File: src/rtl/branch_resolver.sv
// branch_resolver: resolves predicted-taken branches in execute, redirects fetch on a mispredict and keeps branch statistics
module branch_resolver #(
   parameter int SQUASH_CYCLES = 2
) (
   input  logic        clk,
   input  logic        rst,
   input  logic        exec_valid,
   input  logic [2:0]  exec_three_msb,
   input  logic [2:0]  exec_cond,
   input  logic [3:0]  psw_flags,
   input  logic [15:0] lbpc,
   input  logic [15:0] lbpsw,
   input  logic        redirect_ready,
   input  logic        stats_clr,
   output logic        redirect_valid,
   output logic [15:0] redirect_pc,
   output logic        flush_if,
   output logic        flush_id,
   output logic        psw_restore_valid,
   output logic [15:0] psw_restore,
   output logic [15:0] branch_count,
   output logic [15:0] mispredict_count,
   output logic        busy
);
   typedef enum logic [1:0] {IDLE, REDIRECT, SQUASH} state_t;
   state_t state, state_nxt;
   logic [3:0] sq_cnt;
   logic [7:0] cond_tbl;
   logic       flag_v, flag_n, flag_z, flag_c;
   logic       resolve, taken, mispredict;
   assign {flag_v, flag_n, flag_z, flag_c} = psw_flags;
   assign cond_tbl = {1'b1, flag_n ^ flag_v, ~(flag_n ^ flag_v), flag_n, ~flag_c, flag_c, ~flag_z, flag_z};
   // only branches reaching execute in IDLE are real-path and get resolved
   always_comb begin
      resolve    = exec_valid && exec_three_msb[2:1] == 2'b00 && state == IDLE;
      taken      = exec_three_msb[0] ? cond_tbl[exec_cond] : 1'b1;
      mispredict = resolve && !taken;
   end
   // next-state and state-decoded outputs
   always_comb begin
      state_nxt      = state;
      redirect_valid = state == REDIRECT;
      flush_if       = state != IDLE;
      flush_id       = state != IDLE;
      busy           = state != IDLE;
      case (state)
         IDLE:     state_nxt = mispredict ? REDIRECT : IDLE;
         REDIRECT: state_nxt = redirect_ready ? SQUASH : REDIRECT;
         SQUASH:   state_nxt = sq_cnt == 4'd0 ? IDLE : SQUASH;
         default:  state_nxt = IDLE;
      endcase
   end
   // state register
   always_ff @(posedge clk) begin
      if (rst) state <= IDLE;
      else     state <= state_nxt;
   end
   // redirect target, PSW restore and squash countdown
   always_ff @(posedge clk) begin
      if (rst) begin
         sq_cnt            <= 4'd0;
         redirect_pc       <= 16'h0000;
         psw_restore       <= 16'h0000;
         psw_restore_valid <= 1'b0;
      end else begin
         psw_restore_valid <= mispredict;
         if (mispredict) begin
            redirect_pc <= lbpc;
            psw_restore <= lbpsw;
         end
         if (state == REDIRECT && redirect_ready) sq_cnt <= 4'(SQUASH_CYCLES - 1);
         else if (state == SQUASH && sq_cnt != 4'd0) sq_cnt <= sq_cnt - 4'd1;
      end
   end
   // saturating statistics; a clear beats a same-cycle increment
   always_ff @(posedge clk) begin
      if (rst || stats_clr) begin
         branch_count     <= 16'h0000;
         mispredict_count <= 16'h0000;
      end else begin
         if (resolve && branch_count != 16'hFFFF) branch_count <= branch_count + 16'd1;
         if (mispredict && mispredict_count != 16'hFFFF) mispredict_count <= mispredict_count + 16'd1;
      end
   end
endmodule

File: config.mk
export PLATFORM = sky130hd
export DESIGN_NAME = branch_resolver
export DESIGN_NICKNAME = d
export VERILOG_FILES = /design/src/rtl/branch_resolver.sv
export SDC_FILE = /design/constraint.sdc
export NUM_CORES = 1
export LEC_CHECK = 0
export BUFFER_PORTS_ARGS = -buffer_cell sky130_fd_sc_hd__buf_2
export CORE_MARGIN = 2
export CORE_UTILIZATION = 53
export DETAILED_ROUTE_END_ITERATION = 7
export GPL_ROUTABILITY_DRIVEN = 1
export GPL_TIMING_DRIVEN = 0
export PLACE_DENSITY_LB_ADDON = 0.05
export SETUP_SLACK_MARGIN = 0.02
export SYNTH_ARGS = -nofsm -noshare
export SYNTH_HDL_FRONTEND = slang
export SYNTH_SLANG_ARGS = --single-unit
File: constraint.sdc
create_clock -name clk -period 4.6 [get_ports clk]
set_input_delay 0.46 -clock clk [delete_from_list [all_inputs] [get_ports clk]]
set_output_delay 0.46 -clock clk [all_outputs]
set_load 0.005 [all_outputs]
After elaboration in Yosys (flattened, before gate mapping). Index checks and enable logic that the tools add are counted.

$add $sub $neg: 3. Magnitude comparators: 1. Eq/ne operators: 4. Muxes and demuxes: 9. Bitwise operators: 4. Reduce and logical (&&, ||, !) cells: 16.

Operators by type and width (count): adder 16 x 1 -> 16 bit, second input constant (2); != test 16 bit, second input constant (2); logical AND 1 bit (7); case mux 2 bit (3 select lines) (1); 2-to-1 mux 1 bit (5); logical NOT 2 bit (2); logical NOT 4 bit (1); < comparator 3 x 4 -> 1 bit, second input constant (1); 2-to-1 mux 2 bit (2); nonzero test 2 bit (2); nonzero test 4 bit (1); subtractor 4 x 1 -> 4 bit, second input constant (1); binary-select mux 1 bit (select 3 bit) (1); inverter 1 bit (3); == test 2 x 1 -> 1 bit, second input constant (1); == test 2 bit, second input constant (1); OR reduction 2 bit (1); logical NOT 1 bit (1); logical OR 1 bit (1); XOR 1 bit (1).

Register bits: 71. Bits of input ports: 47. Output and inout port bits: 69. Word-level logic and storage cells: 45.

Longest topological paths before layout. Gate-level depths: netlist of the first run.

Depth after elaboration: 9. Mapped depth: 7. Depth with buffers taken out: 6.

Worst setup path before layout of the first run. OpenSTA, ideal clock, no wires.

Path kind: input port to flip-flop. Start point: input exec_three_msb[2]. End point: register mispredict_count[9]. Setup time: 0.135 ns. Arrival: 1.768 ns. Data required time: 4.465 ns. Setup slack: 2.697 ns. Cell stages on the path: 6. Buffers on the path: 1. Cells stage by stage: nor4_4 -> and3_1 -> o221ai_2 -> buf_2 -> o311ai_0 -> o41ai_1.

Longest elaborated chain between the ends: 5.

RTL lines: from (decl) (line 8) `input logic [2:0] exec_three_msb,`; logical NOT 2 bit (line 35) `resolve = exec_valid && exec_three_msb[2:1] == 2'b00 && state == IDLE;`; logical AND 1 bit (2 in series) (line 35); logical AND 1 bit (line 37) `mispredict = resolve && !taken;`; logical AND 1 bit (line 82) `if (mispredict && mispredict_count != 16'hFFFF) mispredict_count <= mispredict_count + 16'd1;`; to (signal assigned) (line 82); to (decl) (line 22) `output logic [15:0] mispredict_count,`.

No other way between the ends. A chain may end at the register's enable or synchronous reset.

Final worst setup path of the first run.
Start point: register state[1]. End point: register mispredict_count[9].

Longest elaborated chain between the ends: 4.

RTL lines: from (decl) (line 26) `state_t state, state_nxt;`; from (signal assigned) (line 56) `else state <= state_nxt;`; logical NOT 2 bit (line 35); logical AND 1 bit (line 35); logical AND 1 bit (line 37); logical AND 1 bit (line 82).

No other way between the ends.

==> results of run 1 <==
## worst paths after layout
path | endpoint | from | slack, ps | cells after the start
max | mispredict_count[9] | state[1] | 2460 | 6
min | redirect_pc[3] | lbpc[3] | 350 | 3
max reg2reg | mispredict_count[9] | state[1] | 2460 | 6
min reg2reg | redirect_pc[8] | redirect_pc[8] | 460 | 2
## layer usage
| metal | share of wire [%] | GRT usage, % |
|---|---|---|
| met1 | 46 | 33.0 |
| met2 | 46 | 37.4 |
| met3 | 5.8 | 6.56 |
| met4 | 1.8 | 10.8 |
| met5 | 0 | 0 |
## flip-flops by register name, indices dropped and copies added (netlist names)
signal             count
branch_count          16
mispredict_count      16
psw_restore           16
redirect_pc           16
sq_cnt                 4
state                  2
psw_restore_valid      1
## cell usage after synthesis, drive strengths merged
| cell | number |
|---|---|
| clkbuf | 10 |
| nand2b | 3 |
| inv | 3 |
| a41oi | 1 |
| a221oi | 1 |
| or3 | 7 |
| nand4bb | 1 |
| mux2i | 4 |
| a211oi | 1 |
| and4 | 6 |
| o21a | 2 |
| nor3 | 7 |
| a31o | 2 |
| o221ai | 1 |
| a311oi | 1 |
| ha | 4 |
| nand2 | 84 |
| o311ai | 2 |
| o21ai | 8 |
| o221a | 1 |
| o31ai | 5 |
| or4 | 6 |
| nand3 | 7 |
| o2111ai | 2 |
| nor4 | 5 |
| buf | 11 |
| nor2 | 26 |
| o41ai | 1 |
| or2 | 5 |
| and4b | 1 |
| xnor2 | 9 |
| o211ai | 7 |
| and3 | 6 |
| nor2b | 1 |
| dfxtp | 71 |
| and2 | 3 |
| nand4 | 12 |
| xor2 | 9 |
| a21oi | 44 |
## cells by family (layout without fill, tap and decap cells)
| logic type | count (synthesis) | count (layout) | share of synthesized area, % |
|---|---|---|---|
| multiplexers | 4 | 4 | 1.27 |
| buffers and inverters | 24 | 155 | 3.40 |
| adder cells (fa/ha/maj) | 4 | 4 | 1.58 |
| AO/OA/AOI/OAI | 79 | 79 | 15.4 |
| XOR/XNOR | 18 | 18 | 4.99 |
| flip-flops | 71 | 71 | 45.0 |
| AND/OR/NAND/NOR | 180 | 180 | 28.4 |
## layout make-up
| class | count | area, um2 | share of cell area, % |
|---|---|---|---|
| multi-input combinational | 285 | 1630 | 40.3 |
| timing repair buffer | 115 | 576 | 14.2 |
| tap | 75 | 93.8 | 2.32 |
| clock buffer | 11 | 141 | 3.49 |
| inverter | 3 | 11.3 | 0.278 |
| sequential | 71 | 1420 | 35.1 |
| clock inverter | 5 | 81.3 | 2.01 |
| buffer | 21 | 96.3 | 2.38 |
## stage by stage
step	setup WS [ps]	cell area, um2	utilization [%]	std cells	hold slack, ps
final	2460	4050	69.3	586	345
after global routing	2230	4050	69.3	586	341
after CTS	2440	4050	69.3	586	337
after detailed placement	2190	3830	65.5	570	446
after global placement	2190	3830	65.5	570	439
after floorplan	2700	3160	-	380	453
## power by group
group          switching, mW  total, mW  internal [mW]
combinational         0.0372     0.0665         0.0293
sequential           0.00265      0.622          0.619
clock                  0.235      0.556          0.320
## worst register-to-register path: cells and delay by family (launching register included)
family	cells	cell delay, ps
AO/OA/AOI/OAI	3	670
flip-flops	1	360
AND/OR/NAND/NOR	2	680
buffers and inverters	1	290
==> impl_metrics.yaml, run 1 <==
outcome:
  status: "finished clean"
worst_setup_path:
  cp-end-kind: "register"
  worstSetupPathType: "register to register"
  slowest_stage: "nor4_4"
  cp_cell_sequence: "nor4_4 > and3_1 > o221ai_2 > buf_2 > o311ai_0 > o41ai_1"
  cp.required_ps: 4810
  path_buf_inv: 1
  crit_fanout: 10
  start_kind: "register"
  arrival_ps: 2350
  path_delay_family: "compound AO/OA/AOI/OAI gates"
  max_stage_delay_ps: 420
yosys:
  avgSynthCellArea_um2: 8.32
  yosysSeqAreaShare_pct: 45.0
  yosys.area.top_type: "dfxtp_1"
  postSynthCellCount: 380
  synth-seq-cells: 71
  synth_area_mm2: 0.00316
  yosys_warnings: 0
  synth_fp_nets: 431
  synthDistinctLibCells: 49
  synth_top_cell_area_share_pct: 45.0
  synthTopCellsByArea: "dfxtp_1 45%, nand2_1 9.9%, a21oi_1 7.0%"
floorplan:
  die_h_um: 81.2
  core-area_mm2: 0.00585
  start_util_pct: 54.0
  dieWidth_um: 81.2
  die_area_mm2: 0.00660
  io_pins: 116
  rows: 28
sta:
  rsz0062_at_grt: "no"
  worstMarginPinSlew_ps: 507
  setup_viol: 0
  tns_ps: 0
  post-route-min-period_ps: 2140
  hold_viol_final: 0
  max-slew-margin-rel_pct: 66.2
  period_share_pct: 46.5
  finClkSkew_ps: 9.43
  drv_slew: 0
  fmax_mhz: 468
clock_tree:
  cts_tree: "yes"
  cts_max_level: 3
  cts_root_buf: "clkbuf_8"
  postCtsHoldBufs: 0
  clk_path_buf_depth: 2
  cts_buffers: 9
  clk_latency_ps: 340
  post_cts_buffers: 0
  cts_num_sinks: 71
  cts_resized: 0
  path_clk_slew_ps: 80
layout:
  layout.nets: 557
  area_growth_pct: 28.2
  final_common_cell: "buf_2"
  diodes: 0
  layout-drive-gt1-share_pct: 30.1
  fillers: 506
  final_cell_mix: "122 x buf_2, 83 x nand2_1, 71 x dfxtp_1, 44 x a21oi_1, 26 x nor2_1"
route:
  drtAntennaViolNets: 0
  drt_iter0_drc: 119
  detail_route.first_pass.iterations: 4
  wl_mm: 7.89
  num_vias: 3146
  vias_per_cell: 5.37
  drc: 0
  wl_per_cell_um: 13.5
power:
  power.total_mw: 1.24
  power_density_mw_per_mm2: 307
  peakVddDrop_v: 0.000257
  static-leakage-power_nw: 1.68
global_routing:
  grt_pass1_wl_mm: 12.7
  track_usage_pct: 24.7
  grt_overflow_total: 0
  grt_pass1_vias: 2768
  grt_max_degree: 13
  antenna_found_initial: 0
place:
  port_buffers: 115
  dp_hpwl_mm: 5.77
  gp_congestion: 0.838
job:
  maxCapViolations: 0
hold_path:
  hp-class: "input port to register"
Note: power is estimated with default switching activity, not from simulation.
==> run 2: changes to the inputs <==
--- a/config.mk
+++ b/config.mk
@@ -7,7 +7,7 @@
 export LEC_CHECK = 0
 export BUFFER_PORTS_ARGS = -buffer_cell sky130_fd_sc_hd__buf_2
 export CORE_MARGIN = 2
-export CORE_UTILIZATION = 53
+export CORE_UTILIZATION = 49
 export DETAILED_ROUTE_END_ITERATION = 7
 export GPL_ROUTABILITY_DRIVEN = 1
 export GPL_TIMING_DRIVEN = 0
==> constraint.sdc (replaced) <==
create_clock -name clk -period 2 [get_ports clk]
set_input_delay 0.2 -clock clk [delete_from_list [all_inputs] [get_ports clk]]
set_output_delay 0.2 -clock clk [all_outputs]
set_load 0.005 [all_outputs]
==> run 2 against run 1 <==
Core utilization decreased by 2.1 points. Critical endpoint is now mispredict_count[8]. Combinational power increased to 2.6 times the previous value. Largest power group unchanged. Sequential power increased by 130%. Global-route usage decreased by 0.063 points. Sequential share of layout area decreased by 1.3 points. Wire length increased by 9.1%. Flip-flop and latch count unchanged. Clock skew about the same. Critical path type unchanged. Clock power increased by 130%. First-iteration DRC count increased by 58%. Design area increased by 4.1%.
==> impl_metrics.yaml, run 2 (synthesis gave the netlist of run 1 again) <==
layout:
  finish.utilization_pct: 67.2
  area_growth_pct: 33.5
  design_area_mm2: 0.00422
  layout.nets: 567
  final_common_cell: "buf_2"
  final_cell_mix: "119 x buf_2, 83 x nand2_1, 69 x dfxtp_1, 44 x a21oi_1, 25 x nor2_1"
  layout-drive-gt1-share_pct: 33.6
  diodes: 0
sta:
  period_share_pct: 94.9
  drv_slew: 0
  finClkSkew_ps: 9.76
  rsz0062_at_grt: "yes"
  tns_ps: 0
  hold_viol_final: 0
  worstMarginPinSlew_ps: 881
  fmax_mhz: 527
  max-slew-margin-rel_pct: 40.3
  post-route-min-period_ps: 1900
  setup_viol: 0
floorplan:
  die_area_mm2: 0.00711
  core-area_mm2: 0.00628
  dieWidth_um: 84.3
  die_h_um: 84.3
  rows: 29
  start_util_pct: 50.3
  io_pins: 116
route:
  drtAntennaViolNets: 0
  detail_route.first_pass.iterations: 4
  drc: 0
  wl_per_cell_um: 14.4
  wl_mm: 8.61
  vias_per_cell: 5.45
  drt_iter0_drc: 188
  num_vias: 3262
power:
  power_density_mw_per_mm2: 686
  peakVddDrop_v: 0.000407
  static-leakage-power_nw: 1.74
worst_setup_path:
  cp-end-kind: "register"
  r2r_start: "state[1]"
  arrival_ps: 2170
  cp.required_ps: 2280
  start_kind: "register"
  worstSetupPathType: "register to register"
  critPathLaunch: "state[1]"
  crit_fanout: 6
clock_tree:
  cts_tree: "yes"
  clk_latency_ps: 340
  postCtsHoldBufs: 0
  cts_root_buf: "clkbuf_8"
  cts_max_level: 3
  cts_buffers: 9
  path_clk_slew_ps: 80
  clk_path_buf_depth: 2
  cts_num_sinks: 71
global_routing:
  track_usage_pct: 24.6
  grt_max_degree: 14
  grt_pass1_vias: 3020
  grt_pass1_wl_mm: 14.3
  antenna_found_initial: 0
  grt_overflow_total: 0
place:
  port_buffers: 115
  gp_congestion: 0.819
  dp_hpwl_mm: 5.89
  placedInstanceArea_mm2: 0.00383
hold_path:
  hp-class: "input port to register"
  hold_start: "lbpc[1]"
job:
  maxCapViolations: 0
outcome:
  status: "finished clean"
-- run 2: changes by cell type in the layout (fill, tap and decap cells not counted), sizes merged --
cell	change
buf	+8
o221ai	+1
clkinv	-2
inv	+2
clkinvlp	+1
-- run 2: area by class of cell --
type	count	area, um2
plain buffers	21	114
clock buffers	10	128
clock inverters	6	92.6
fillers	560	2060
inverters	3	11.3
multi-input cells	286	1700
flip-flops and latches	71	1420
well taps	77	96.3
repair buffers	124	648
-- run 2: per-stage QoR --
stage | hold WS [ps] | cells | setup slack, ps | total power [mW]
final | 85.7 | 598 | 103 | 2.89
after global routing | 75.8 | 598 | -4.49 | 3.00
after global placement | 439 | 572 | -136 | 1.61
after floorplan | 336 | 380 | 233 | 1.53
after CTS | 77.7 | 595 | 41.3 | 2.91
after detailed placement | 443 | 572 | -165 | 1.62
-- run 2: worst paths after layout --
| path | slack, ps | end | depth (start not counted) |
|---|---|---|---|
| worst max-delay path | 100 | mispredict_count[8] | 6 |
| worst min-delay path | 90 | redirect_pc[1] | 3 |
| worst max register to register | 100 | mispredict_count[8] | 6 |
| worst min register to register | 450 | psw_restore[15] | 2 |
-- run 2: power breakdown --
part	switching, mW	internal [mW]
Combinational	0.0996	0.0759
Clock	0.577	0.712
Sequential	0.00610	1.42
-- run 2: metal layers --
layer	global-route usage (%)	part of all wire, %	vias to the layer above
met5	0	0	-
met4	8.50	1.1	0
met3	5.31	7.1	8
met2	39.5	47	111
met1	32.9	44	1516
li1	-	-	1627
-- run 2: repair_timing --
action / in CTS / in global routing
endpoints found under the hold margin: 0 / 0
buffers inserted: 5 / 3
resized for setup: 10 / 16
gates cloned: 2 / 0
pin swaps: 1 / 4
endpoints found under the setup margin: 41 / 47
-- run 2: critical path, stage by stage (launching register included) --
cell	delay (ps)
dfxtp_2	350
nor4_4	240
buf_6	160
and3_4	230
o221ai_4	160
or4_4	530
a21oi_1	160
==> run 3: changes to the inputs <==
--- a/config.mk
+++ b/config.mk
@@ -5,9 +5,10 @@
 export SDC_FILE = /design/constraint.sdc
 export NUM_CORES = 1
 export LEC_CHECK = 0
+export ABC_AREA = 1
 export BUFFER_PORTS_ARGS = -buffer_cell sky130_fd_sc_hd__buf_2
 export CORE_MARGIN = 2
-export CORE_UTILIZATION = 49
+export CORE_UTILIZATION = 54
 export DETAILED_ROUTE_END_ITERATION = 7
 export GPL_ROUTABILITY_DRIVEN = 1
 export GPL_TIMING_DRIVEN = 0
==> constraint.sdc (replaced) <==
create_clock -name clk -period 2.2 [get_ports clk]
set_input_delay 0.22 -clock clk [delete_from_list [all_inputs] [get_ports clk]]
set_output_delay 0.22 -clock clk [all_outputs]
set_load 0.005 [all_outputs]
==> run 3 against run 2 <==
Clock power shrank 9%. Critical endpoint is now mispredict_count[5]. Wire length shrank 0.75%. Fmax shrank 2.6%. Final cell count grew 19%.
==> impl_metrics.yaml, run 3 <==
outcome:
  status: "finished clean"
clock_tree:
  cts_root_buf: "clkbuf_8"
  path_clk_slew_ps: 80
  cts_max_level: 3
  cts_num_sinks: 71
  cts_tree: "yes"
  cts_buffers: 9
  clk_latency_ps: 340
  postCtsHoldBufs: 0
  clk_path_buf_depth: 2
layout:
  fillers: 548
  layout-drive-gt1-share_pct: 25.5
  final_common_cell: "nand2_1"
  final_cell_mix: "162 x nand2_1, 119 x buf_2, 71 x dfxtp_1, 48 x a21oi_1, 46 x nor2_1"
  diodes: 0
  finish.utilization_pct: 69.4
  layout.nets: 681
  finalNonFillerCells: 712
  area_growth_pct: 26.0
global_routing:
  track_usage_pct: 24.4
  grt_overflow_total: 0
  grt_pass1_wl_mm: 14.1
  antenna_found_initial: 0
  grt_pass1_vias: 3330
  grt_max_degree: 14
worst_setup_path:
  max_stage_delay_ps: 460
  cp.required_ps: 2410
  start_kind: "register"
  path_delay_family: "simple AND/OR/NAND/NOR gates"
  crit_fanout: 10
  path_buf_inv: 1
  worstSetupPathType: "register to register"
  critPathLaunch: "mispredict_count[0]"
  r2r_start: "mispredict_count[0]"
  cp_cell_sequence: "ha_2 > nand2_2 > nor2_4 > nand2_2 > nor2_4 > nand3_4 > buf_2 > nand3_1 > a21oi_2"
  reg2reg_slack_ps: 250
  cp-end-kind: "register"
  arrival_ps: 2160
  slowest_stage: "dfxtp_1"
power:
  power.total_mw: 2.61
  peakVddDrop_v: 0.000424
  static-leakage-power_nw: 1.91
  power_density_mw_per_mm2: 602
route:
  drc: 0
  wl_per_cell_um: 12.0
  vias_per_cell: 5.09
  num_vias: 3622
  wl_mm: 8.55
  detail_route.first_pass.iterations: 4
  drt_iter0_drc: 88
  drtAntennaViolNets: 0
yosys:
  yosys.area.top_type: "dfxtp_1"
  synth-seq-cells: 71
  synth_edf_count: 0
  yosysSeqAreaShare_pct: 41.3
  avgSynthCellArea_um2: 6.82
  postSynthCellCount: 504
  async_flop_share_pct: 0
  synthDistinctLibCells: 29
  synthFlopType: "dfxtp_1"
  synth_commonest_cells: "162 x nand2_1, 71 x dfxtp_1, 48 x a21oi_1"
  synthTopCellsByArea: "dfxtp_1 41%, nand2_1 18%, a21oi_1 7.0%"
  synth.most_common_cell: "nand2_1"
  synth_top_cell_area_share_pct: 41.3
  synth_area_mm2: 0.00344
  yosys_warnings: 0
  synth_fp_nets: 555
hold_path:
  hp-class: "input port to register"
  hold_start: "lbpc[4]"
sta:
  max-slew-margin-rel_pct: 52.7
  holdWs_ps: 110
  fmax_mhz: 513
  rsz0062_at_grt: "no"
  post-route-min-period_ps: 1950
  worstMarginPinSlew_ps: 710
  finClkSkew_ps: 5.92
  hold_viol_final: 0
  setup_viol: 0
  period_share_pct: 88.5
  drv_slew: 0
  tns_ps: 0
floorplan:
  core-area_mm2: 0.00624
  die_area_mm2: 0.00702
  start_util_pct: 55.1
  rows: 29
  dieWidth_um: 83.8
  io_pins: 116
  die_h_um: 83.8
place:
  dp.cells: 696
  port_buffers: 115
  gp_congestion: 0.865
  dp_hpwl_mm: 6.33
job:
  maxCapViolations: 0
## run 3: power breakdown
| group | total, mW | leakage, nW | switching (mW) | internal, mW |
|---|---|---|---|---|
| Clock | 1.17 | 0.103 | 0.523 | 0.645 |
| Sequential | 1.30 | 0.572 | 0.00527 | 1.29 |
| Combinational | 0.143 | 1.24 | 0.0827 | 0.0602 |
## run 3: stage by stage
| step | cell area [um2] | setup WS [ps] |
|---|---|---|
| 2_1_floorplan | 3440 | 486 |
| 3_3_place_gp | 4110 | 250 |
| 3_5_place_dp | 4110 | 245 |
| 4_1_cts | 4330 | 213 |
| 5_1_grt | 4330 | 63.2 |
| 6_report | 4330 | 252 |
## run 3: cells by family after synthesis
group | synth area share, %
simple gates | 34.5
flops | 41.3
compound gates | 11.3
buf+inv | 8.66
xor+xnor | 2.80
fa+ha+maj | 1.46
## run 3: timing repair
action | 4_1_cts | 5_1_grt
gates resized for setup | 0 | 1
buffers inserted | 0 | 0
endpoints found under the setup margin | 0 | 1
## run 3: worst paths after layout
check / endpoint / depth (start not counted)
worst max-delay path: mispredict_count[5] / 9
worst max register to register: mispredict_count[5] / 9
worst min register to register: psw_restore[1] / 2
worst min-delay path: redirect_pc[4] / 3
## run 3: routing by layer
| layer | global-route usage, % | up-vias | wire length [um] |
|---|---|---|---|
| met2 | 41.7 | 84 | 4120 |
| met1 | 28.7 | 1660 | 3770 |
| li1 | - | 1856 | - |
| met3 | 5.24 | 22 | 420 |
| met4 | 12.5 | 0 | 242 |
| met5 | 0 | - | 0 |
## run 3: worst register-to-register path: stages, from the launching register on
cell,delay [ps]
dfxtp_1,460
ha_2,280
nand2_2,90
nor2_4,200
nand2_2,100
nor2_4,130
nand3_4,130
buf_2,230
nand3_1,130
a21oi_2,60
## run 3: final cells by class
| class | instances | area [um2] | share of cell area (%) |
|---|---|---|---|
| Clock inverter | 6 | 92.6 | 2.14 |
| Multi-Input combinational cell | 363 | 1720 | 39.7 |
| Tap cell | 77 | 96.3 | 2.22 |
| Buffer | 20 | 110 | 2.54 |
| Timing Repair Buffer | 115 | 576 | 13.3 |
| Sequential cell | 71 | 1420 | 32.8 |
| Inverter | 50 | 188 | 4.33 |
| Clock buffer | 10 | 128 | 2.95 |
